**config.mk**
```make
export PLATFORM = sky130hd
export DESIGN_NAME = motor_ramp
export DESIGN_NICKNAME = d
export VERILOG_FILES = /design/src/rtl/motor_ramp.sv
export SDC_FILE = /design/constraint.sdc
export NUM_CORES = 1
export LEC_CHECK = 0
export ABC_AREA = 1
export CORE_ASPECT_RATIO = 1.4
export CORE_UTILIZATION = 25
export DETAILED_ROUTE_END_ITERATION = 10
export GPL_TIMING_DRIVEN = 1
export PLACE_DENSITY = 0.46
export SLEW_MARGIN = 40
export SYNTH_ARGS = -nofsm -noshare
export SYNTH_HDL_FRONTEND = slang
export SYNTH_SLANG_ARGS = --single-unit
```
**constraint.sdc**
```tcl
create_clock -name clk -period 2.85 [get_ports clk]
set_input_delay 0.4275 -clock clk [delete_from_list [all_inputs] [get_ports clk]]
set_output_delay 0.4275 -clock clk [all_outputs]
set_load 0.02 [all_outputs]
```
**src/rtl/motor_ramp.sv**
```systemverilog
// motor_ramp: slew-limited duty sequencer for one motor channel, feeding a pwm
// generator and an H-bridge direction pin.
//
// Accepts signed speed commands and ramps the duty one LSB per prescaler tick.
// On a sign reversal it decelerates to zero, holds the bridge disabled for a
// dead time, then flips direction. It also handles a command watchdog and a
// level-sensitive emergency brake.
//
// Ports:
//   clk        system clock
//   rst        asynchronous active-high reset
//   cmd_valid  command strobe
//   cmd        signed two's-complement speed command (nbits+1 bits)
//   cmd_ready  command can be accepted (combinational, !brake)
//   brake      emergency stop, level-sensitive, highest priority
//   duty       duty value for pwm.in (registered)
//   dir        0 = forward, 1 = reverse (registered)
//   pwm_en     enable for pwm.en (registered)
//   at_target  duty/dir match the target, or target magnitude is 0 (registered)
//   timeout    watchdog expired; cleared by the next accepted command (registered)
module motor_ramp #(
    parameter int unsigned nbits       = 10,
    parameter int unsigned step_div    = 4800,
    parameter int unsigned dead_cycles = 48000,
    parameter int unsigned wdog_cycles = 4800000
) (
    input  logic             clk,
    input  logic             rst,
    input  logic             cmd_valid,
    input  logic [nbits:0]   cmd,
    output logic             cmd_ready,
    input  logic             brake,
    output logic [nbits-1:0] duty,
    output logic             dir,
    output logic             pwm_en,
    output logic             at_target,
    output logic             timeout
);

    // +1 keeps the widths non-zero when a parameter is 1.
    localparam int unsigned PW = $clog2(step_div + 1);
    localparam int unsigned DW = $clog2(dead_cycles + 1);
    localparam int unsigned WW = $clog2(wdog_cycles + 1);

    localparam logic [PW-1:0] PRESC_LAST = PW'(step_div - 1);
    localparam logic [DW-1:0] DEAD_LOAD  = DW'(dead_cycles);
    localparam logic [WW-1:0] WDOG_MAX   = WW'(wdog_cycles);

    typedef enum logic [2:0] {StIdle, StRun, StDecel, StDead, StBrake} state_e;

    state_e           state_q, state_d;
    logic [nbits-1:0] duty_q, duty_d;
    logic             dir_q, dir_d;
    logic             pwm_en_q, pwm_en_d;
    logic             at_target_q, at_target_d;
    logic             timeout_q, timeout_d;
    logic [nbits-1:0] tgt_mag_q, tgt_mag_d;
    logic             tgt_sign_q, tgt_sign_d;
    logic [PW-1:0]    presc_q;
    logic [WW-1:0]    wdog_q, wdog_d;
    logic [DW-1:0]    dead_q, dead_d;

    logic             accept;
    logic             tick;
    logic [nbits:0]   cmd_abs;
    logic [nbits-1:0] cmd_mag;

    assign cmd_ready = !brake;
    assign accept    = cmd_valid && cmd_ready;
    assign tick      = (presc_q == PRESC_LAST);

    // |cmd| needs nbits+1 bits only for -2^nbits, which saturates to full scale.
    assign cmd_abs = cmd[nbits] ? (~cmd + {{nbits{1'b0}}, 1'b1}) : cmd;
    assign cmd_mag = cmd_abs[nbits] ? {nbits{1'b1}} : cmd_abs[nbits-1:0];

    // Target register and watchdog. An accepted command beats a same-edge expiry.
    always_comb begin
        tgt_mag_d  = tgt_mag_q;
        tgt_sign_d = tgt_sign_q;
        wdog_d     = wdog_q;
        timeout_d  = timeout_q;
        if (accept) begin
            tgt_mag_d  = cmd_mag;
            tgt_sign_d = cmd[nbits];
            wdog_d     = '0;
            timeout_d  = 1'b0;
        end else if (wdog_q != WDOG_MAX) begin
            wdog_d = wdog_q + 1'b1;
            if (wdog_q == WDOG_MAX - 1'b1) begin
                tgt_mag_d = '0;
                timeout_d = 1'b1;
            end
        end
    end

    // Sequencer. Decisions use the current target, so a tick coinciding with a
    // command still ramps toward the old target.
    always_comb begin
        state_d = state_q;
        duty_d  = duty_q;
        dir_d   = dir_q;
        dead_d  = dead_q;
        if (brake) begin
            state_d = StBrake;
            duty_d  = '0;
        end else begin
            case (state_q)
                StIdle: begin
                    duty_d = '0;
                    if (tgt_mag_q != '0) begin
                        dir_d   = tgt_sign_q;
                        state_d = StRun;
                    end
                end
                StRun: begin
                    if (tgt_mag_q != '0 && tgt_sign_q != dir_q) begin
                        state_d = StDecel;
                    end else if (duty_q == '0 && tgt_mag_q == '0) begin
                        state_d = StIdle;
                    end else if (tick) begin
                        if (duty_q < tgt_mag_q) begin
                            duty_d = duty_q + 1'b1;
                        end else if (duty_q > tgt_mag_q) begin
                            duty_d = duty_q - 1'b1;
                        end
                    end
                end
                StDecel: begin
                    if (tgt_mag_q != '0 && tgt_sign_q == dir_q) begin
                        state_d = StRun;
                    end else if (duty_q == '0) begin
                        state_d = StDead;
                        dead_d  = DEAD_LOAD;
                    end else if (tick) begin
                        duty_d = duty_q - 1'b1;
                    end
                end
                StDead: begin
                    // Target changes here only affect the exit, never the wait.
                    duty_d = '0;
                    if (dead_q == '0) begin
                        dir_d   = tgt_sign_q;
                        state_d = (tgt_mag_q != '0) ? StRun : StIdle;
                    end else begin
                        dead_d = dead_q - 1'b1;
                    end
                end
                StBrake: begin
                    // Only reached with brake low: release goes through dead time.
                    duty_d  = '0;
                    state_d = StDead;
                    dead_d  = DEAD_LOAD;
                end
                default: begin
                    state_d = StIdle;
                    duty_d  = '0;
                end
            endcase
        end
    end

    assign pwm_en_d    = (state_d == StRun) || (state_d == StDecel);
    assign at_target_d = (tgt_mag_d == '0) || (duty_d == tgt_mag_d && dir_d == tgt_sign_d);

    always_ff @(posedge clk or posedge rst) begin
        if (rst) begin
            state_q     <= StIdle;
            duty_q      <= '0;
            dir_q       <= 1'b0;
            pwm_en_q    <= 1'b0;
            at_target_q <= 1'b1;
            timeout_q   <= 1'b0;
            tgt_mag_q   <= '0;
            tgt_sign_q  <= 1'b0;
            presc_q     <= '0;
            wdog_q      <= '0;
            dead_q      <= '0;
        end else begin
            state_q     <= state_d;
            duty_q      <= duty_d;
            dir_q       <= dir_d;
            pwm_en_q    <= pwm_en_d;
            at_target_q <= at_target_d;
            timeout_q   <= timeout_d;
            tgt_mag_q   <= tgt_mag_d;
            tgt_sign_q  <= tgt_sign_d;
            presc_q     <= tick ? '0 : presc_q + 1'b1;
            wdog_q      <= wdog_d;
            dead_q      <= dead_d;
        end
    end

    assign duty      = duty_q;
    assign dir       = dir_q;
    assign pwm_en    = pwm_en_q;
    assign at_target = at_target_q;
    assign timeout   = timeout_q;

endmodule

```
# == Word-level counts from Yosys, hierarchy flattened ==
# Index checks and enable logic that the tools add are counted.
# totals
word_cells,95
output_inout_bits,15
regBits,80
# op_classes
eq_ne,16
bitwise_logic,2
n_reduce_logical,19
add_sub_neg,6
n_lt_le_gt_ge,2
muxes,39
# ops
cell,n
10-bit 2-to-1 mux,13
16-bit 2-to-1 mux,3
16-bit one-hot mux with 3 select lines,1
23-bit 2-to-1 mux,2
10-bit logical NOT,3
23-bit by 1-bit adder with 23-bit output (second input constant),1
23-bit == test (second input constant),1
23-bit != test (second input constant),1
3-bit 2-to-1 mux,7
10-bit one-hot mux with 2 select lines,1
16-bit logical NOT,1
16-bit by 1-bit subtractor with 16-bit output (second input constant),1
3-bit one-hot mux with 5 select lines,1
13-bit by 1-bit adder with 13-bit output (second input constant),1
13-bit == test (second input constant),1
13-bit 2-to-1 mux,1
11-bit by 1-bit adder with 11-bit output (second input constant),1
11-bit 2-to-1 mux,1
11-bit inverter,1
10-bit by 1-bit adder with 10-bit output (second input constant),1
10-bit == test,1
10-bit greater-than comparator,1
10-bit less-than comparator,1
10-bit nonzero test,1
18 further kinds,37

# == Depth between registers and ports, before layout ==
# logic_depth
word_depth,11
mapped_depth,21
ltp_nobuf,21

# == Worst setup path after synthesis ==
# Ideal clock, no wire load.
# synth_timing
kind,register to register
from,"register duty_q[0], in the netlist duty[0]"
to,register dead_q[12]
path_stages_with_launch,15
period_less_slack_ns,2.328
n_path_buf,0
t_arrival_ns,2.204
setup_slack_ns,0.522
setup_ns,0.124
required_time_ns,2.726
cell_sequence,dfrtp_1 -> inv_1 -> ha_1 -> nand3_2 -> nor2_4 -> nand2_4 -> o21ai_2 -> nand3_4 -> nor2_4 -> inv_2 -> nor2_2 -> inv_2 -> nor2_4 -> nand3_1 -> a211o_1
# synth_via
elab_chain_len,3
# synth_rtl
item,line,source
"start, declared",52,"logic [nbits-1:0] duty_q, duty_d;"
"start signal, assigned",180,duty_q <= duty_d;
10-bit logical NOT,131,end else if (duty_q == '0) begin
2-bit != test (no line),--,
5-bit AND reduction (no line),--,
"end signal, assigned",177,dead_q <= '0;
"end signal, assigned",189,dead_q <= dead_d;
"end, declared",61,"logic [DW-1:0] dead_q, dead_d;"
# No other way between the ends.
# A chain may end at the register's enable or synchronous reset.

# == Final worst setup path ==
# layout_timing
from,"register duty_q[0], in the netlist duty[0]"
to,"register at_target_q, in the netlist at_target"
# layout_via
elab_chain_len,11
# layout_rtl
item,line,source
10-bit by 1-bit subtractor with 10-bit output or 10-bit greater-than comparator (tied branches),"124, 135, 123",
10-bit 2-to-1 mux,123,end else if (duty_q > tgt_mag_q) begin
10-bit 2-to-1 mux,121,if (duty_q < tgt_mag_q) begin
10-bit 2-to-1 mux,120,end else if (tick) begin
10-bit 2-to-1 mux,118,end else if (duty_q == '0 && tgt_mag_q == '0) begin
10-bit 2-to-1 mux,116,if (tgt_mag_q != '0 && tgt_sign_q != dir_q) begin
10-bit one-hot mux with 2 select lines *,107,case (state_q)
10-bit 2-to-1 mux *,103,if (brake) begin
10-bit == test *,163,assign at_target_d = (tgt_mag_d == '0) || (duty_d == tgt_mag_d && dir_d == tgt_sign_d);
1-bit logical AND *,163,
1-bit logical OR *,163,
via at_target_d,55,"logic at_target_q, at_target_d;"
"end signal, assigned",183,at_target_q <= at_target_d;
"end, declared",55,
# The timed path passes the listed nets; every way through them passes the cells marked *.

==> out/metrics.cfg <==
[synth]
synthCells = 817
synth_area_per_cell_um2 = 7.05
ys_ff_latch = 80
synthesis.nets = 849
syn_area_mm2 = 0.00576
seq_area_frac_synth = 0.348
ys_warn_count = 0
synth.distinct_cells = 51

[power_and_ir_drop]
p_leak_nw = 3.47
p_clk_frac = 0.394
p_sw_frac = 0.314
powerDensity_mw_per_mm2 = 453
peakVddDrop_mv = 0.331
intPower_mw = 2.13
p_seq_frac = 0.424
comb_power_share = 0.182
p_total_mw = 3.11
p_sw_uw = 976

[routing]
wl_per_cell_um = 13.0
dr.pass1.iters = 5
drtAntennaViolNets = 0
vias = 5255
via_per_inst = 4.47
drt_iter0_markers = 222
totalWireLength_um = 15300
drc = 0

[cts]
cts_tree = done
postCtsResizedCells = 0
path_clk_slew_ns = 0.07
clkSinkCount = 80
cts_buffers = 9
cts-htree-levels = 3
holdBufCountCts = 0
cts_root_buffer = clkbuf_16
post_cts_buffers = 0
clk_path_buf_depth = 2
clk_latency_ns = 0.35

[global_route]
grt_pass1_vias = 5204
grt_usage = 0.139
antenna_found_initial = 0
grt_pass1_wl_um = 25700
grt_max_degree = 81
grt-ovfl-total = 0

[critical_path]
crit_chain = inv_1 > ha_1 > nand3_2 > nor2_4 > nand2_4 > nor2_4 > nor2_8 > nand2_4 > nand2_1 > nand3_1 > nand2_1 > nand2_1 > nand2_1 > nand2_1 > nand2_1 > nor2_1 > nand3_1 > o21bai_2
required_ns = 3.13
crit_family = simple AND/OR/NAND/NOR gates
crit_top_cell = nand2_1
cpPeakStageDelay_ns = 0.37
start_kind = register
cp_slowest_cell = dfrtp_1
critPathKind = register to register
crit_path_end_kind = register
path_max_fanout = 10
path_depth = 18
cp.buffers_inverters = 1
r2r.worst_path.cells = 18
arrival_ns = 2.88

[timing]
finalSetupTns_ns = 0
slew_headroom = 0.704
maxSlewViolCount = 0
skew_ns = 0.0117
period_minus_slack_ns = 2.61
setup_viol = 0
tightest_slew_ns = 0.440
hold_viol_final = 0
max_freq_ghz = 0.383
whs_ns = 0.462
rsz0062_at_grt = false
timing.final.crit_share = 0.915

[placed_design]
gp_congestion = 0.855
hpwlAfterDp_um = 12000
dp_cells = 1159
port_buffers = 29

[layout]
final_core_util = 0.305
final_cell_mix = nand2_1 (194), inv_1 (129), dfrtp_1 (79)
final_common_cell = nand2_1
finalNonFillerCells = 1175
nets = 901
diodes = 0
drive_gt1_frac = 0.136
fillCellCount = 2458
areaGrowthSynthToFinish_pct = 19.3

[flow_run]
drv_cap = 0

[die]
start_util = 0.256
die_height_um = 182
core_area_mm2 = 0.0225
die_w_um = 130
dieArea_mm2 = 0.0236
ios = 30
rows = 65

[outcome]
status = finished clean

[min_path]
min_path_type = register to register
hold_depth = 1

==> cell families after synthesis <==
logic type	share of synthesized area
AND/OR/NAND/NOR	0.366
buffers and inverters	0.110
AO/OA/AOI/OAI	0.109
flip-flops	0.348
XOR/XNOR	0.0304
adder cells (fa/ha/maj)	0.0369
==> layout make-up <==
type | instances | area [um2] | share of cell area
well taps | 301 | 377 | 0.0549
clock buffers | 9 | 225 | 0.0328
multi-input cells | 576 | 3120 | 0.455
clock inverters | 7 | 85.1 | 0.0124
inverters | 148 | 563 | 0.0820
repair buffers | 54 | 490 | 0.0714
flip-flops and latches | 80 | 2000 | 0.292
==> stage by stage <==
| stage | setup slack (ns) | area [um2] |
|---|---|---|
| 2_1_floorplan | 0.372 | 5760 |
| 3_3_place_gp | 0.212 | 6560 |
| 3_5_place_dp | 0.189 | 6560 |
| 4_1_cts | 0.238 | 6870 |
| 5_1_grt | 0.00294 | 6870 |
| 6_report | 0.242 | 6870 |
==> synth_stat cells (all sizes together) <==
library cell	instances	area share
nor4	5	0.0054
xnor2	3	0.0046
nand2	206	0.14
nor2	92	0.082
or2	1	0.0011
o21bai	2	0.0033
a211oi	3	0.0048
o2111ai	1	0.0015
dfstp	1	0.0046
nand3	83	0.083
dfrtp	79	0.34
and2	1	0.0011
o21a	1	0.0013
a211o	1	0.0015
ha	17	0.037
o31ai	3	0.0039
clkbuf	6	0.0039
buf	7	0.0083
xor2	17	0.026
nor3b	2	0.0026
inv	145	0.095
o22ai	2	0.0033
nor3	24	0.028
nand3b	1	0.0013
a21o	1	0.0013
o21ai	49	0.048
a31oi	2	0.0022
o211ai	1	0.0013
nand4	16	0.020
a21oi	42	0.037
clkinv	3	0.0030
==> registers in the layout, indices dropped and copies added (netlist names), 3 cells and up <==
register / flops
duty: 10
state_q: 3
presc_q: 13
dead_q: 16
wdog_q: 23
tgt_mag_q: 10
==> metal layers <==
metal / routed length [um] / track usage / vias to the layer above
met1: 6210 / 0.156 / 2425
met2: 8240 / 0.257 / 88
met5: 0 / 0 / -
met3: 447 / 0.0221 / 26
met4: 363 / 0.0502 / 0
li1: - / - / 2716
==> worst paths after layout <==
| path | slack, ns | startpoint | endpoint |
|---|---|---|---|
| max in group asynchronous | 1.97 | rst | at_target |
| max | 0.24 | duty[0] | at_target |
| min in group asynchronous | 0.49 | rst | wdog_q[3] |
| min reg2reg | 0.46 | presc_q[0] | presc_q[0] |
| max reg2reg | 0.24 | duty[0] | at_target |
| min | 0.46 | presc_q[0] | presc_q[0] |
==> power by group through the flow <==
| stage | registers [mW] | clock network, mW | logic, mW |
|---|---|---|---|
| after floorplan | 1.33 | 0 | 0.411 |
| after global placement | 1.34 | 0 | 0.575 |
| after global routing | 1.33 | 1.32 | 0.649 |
| after detailed placement | 1.34 | 0 | 0.573 |
| after CTS | 1.32 | 1.27 | 0.576 |
| final | 1.32 | 1.22 | 0.565 |
==> worst register-to-register path, delay by kind of cell, from the launching register on <==
family,cells,cell delay [ns]
buf+inv,1,0.18
flops,1,0.37
fa+ha+maj,1,0.24
simple gates,15,1.64
compound gates,1,0.11
Note: power is estimated with default switching activity, not from simulation.
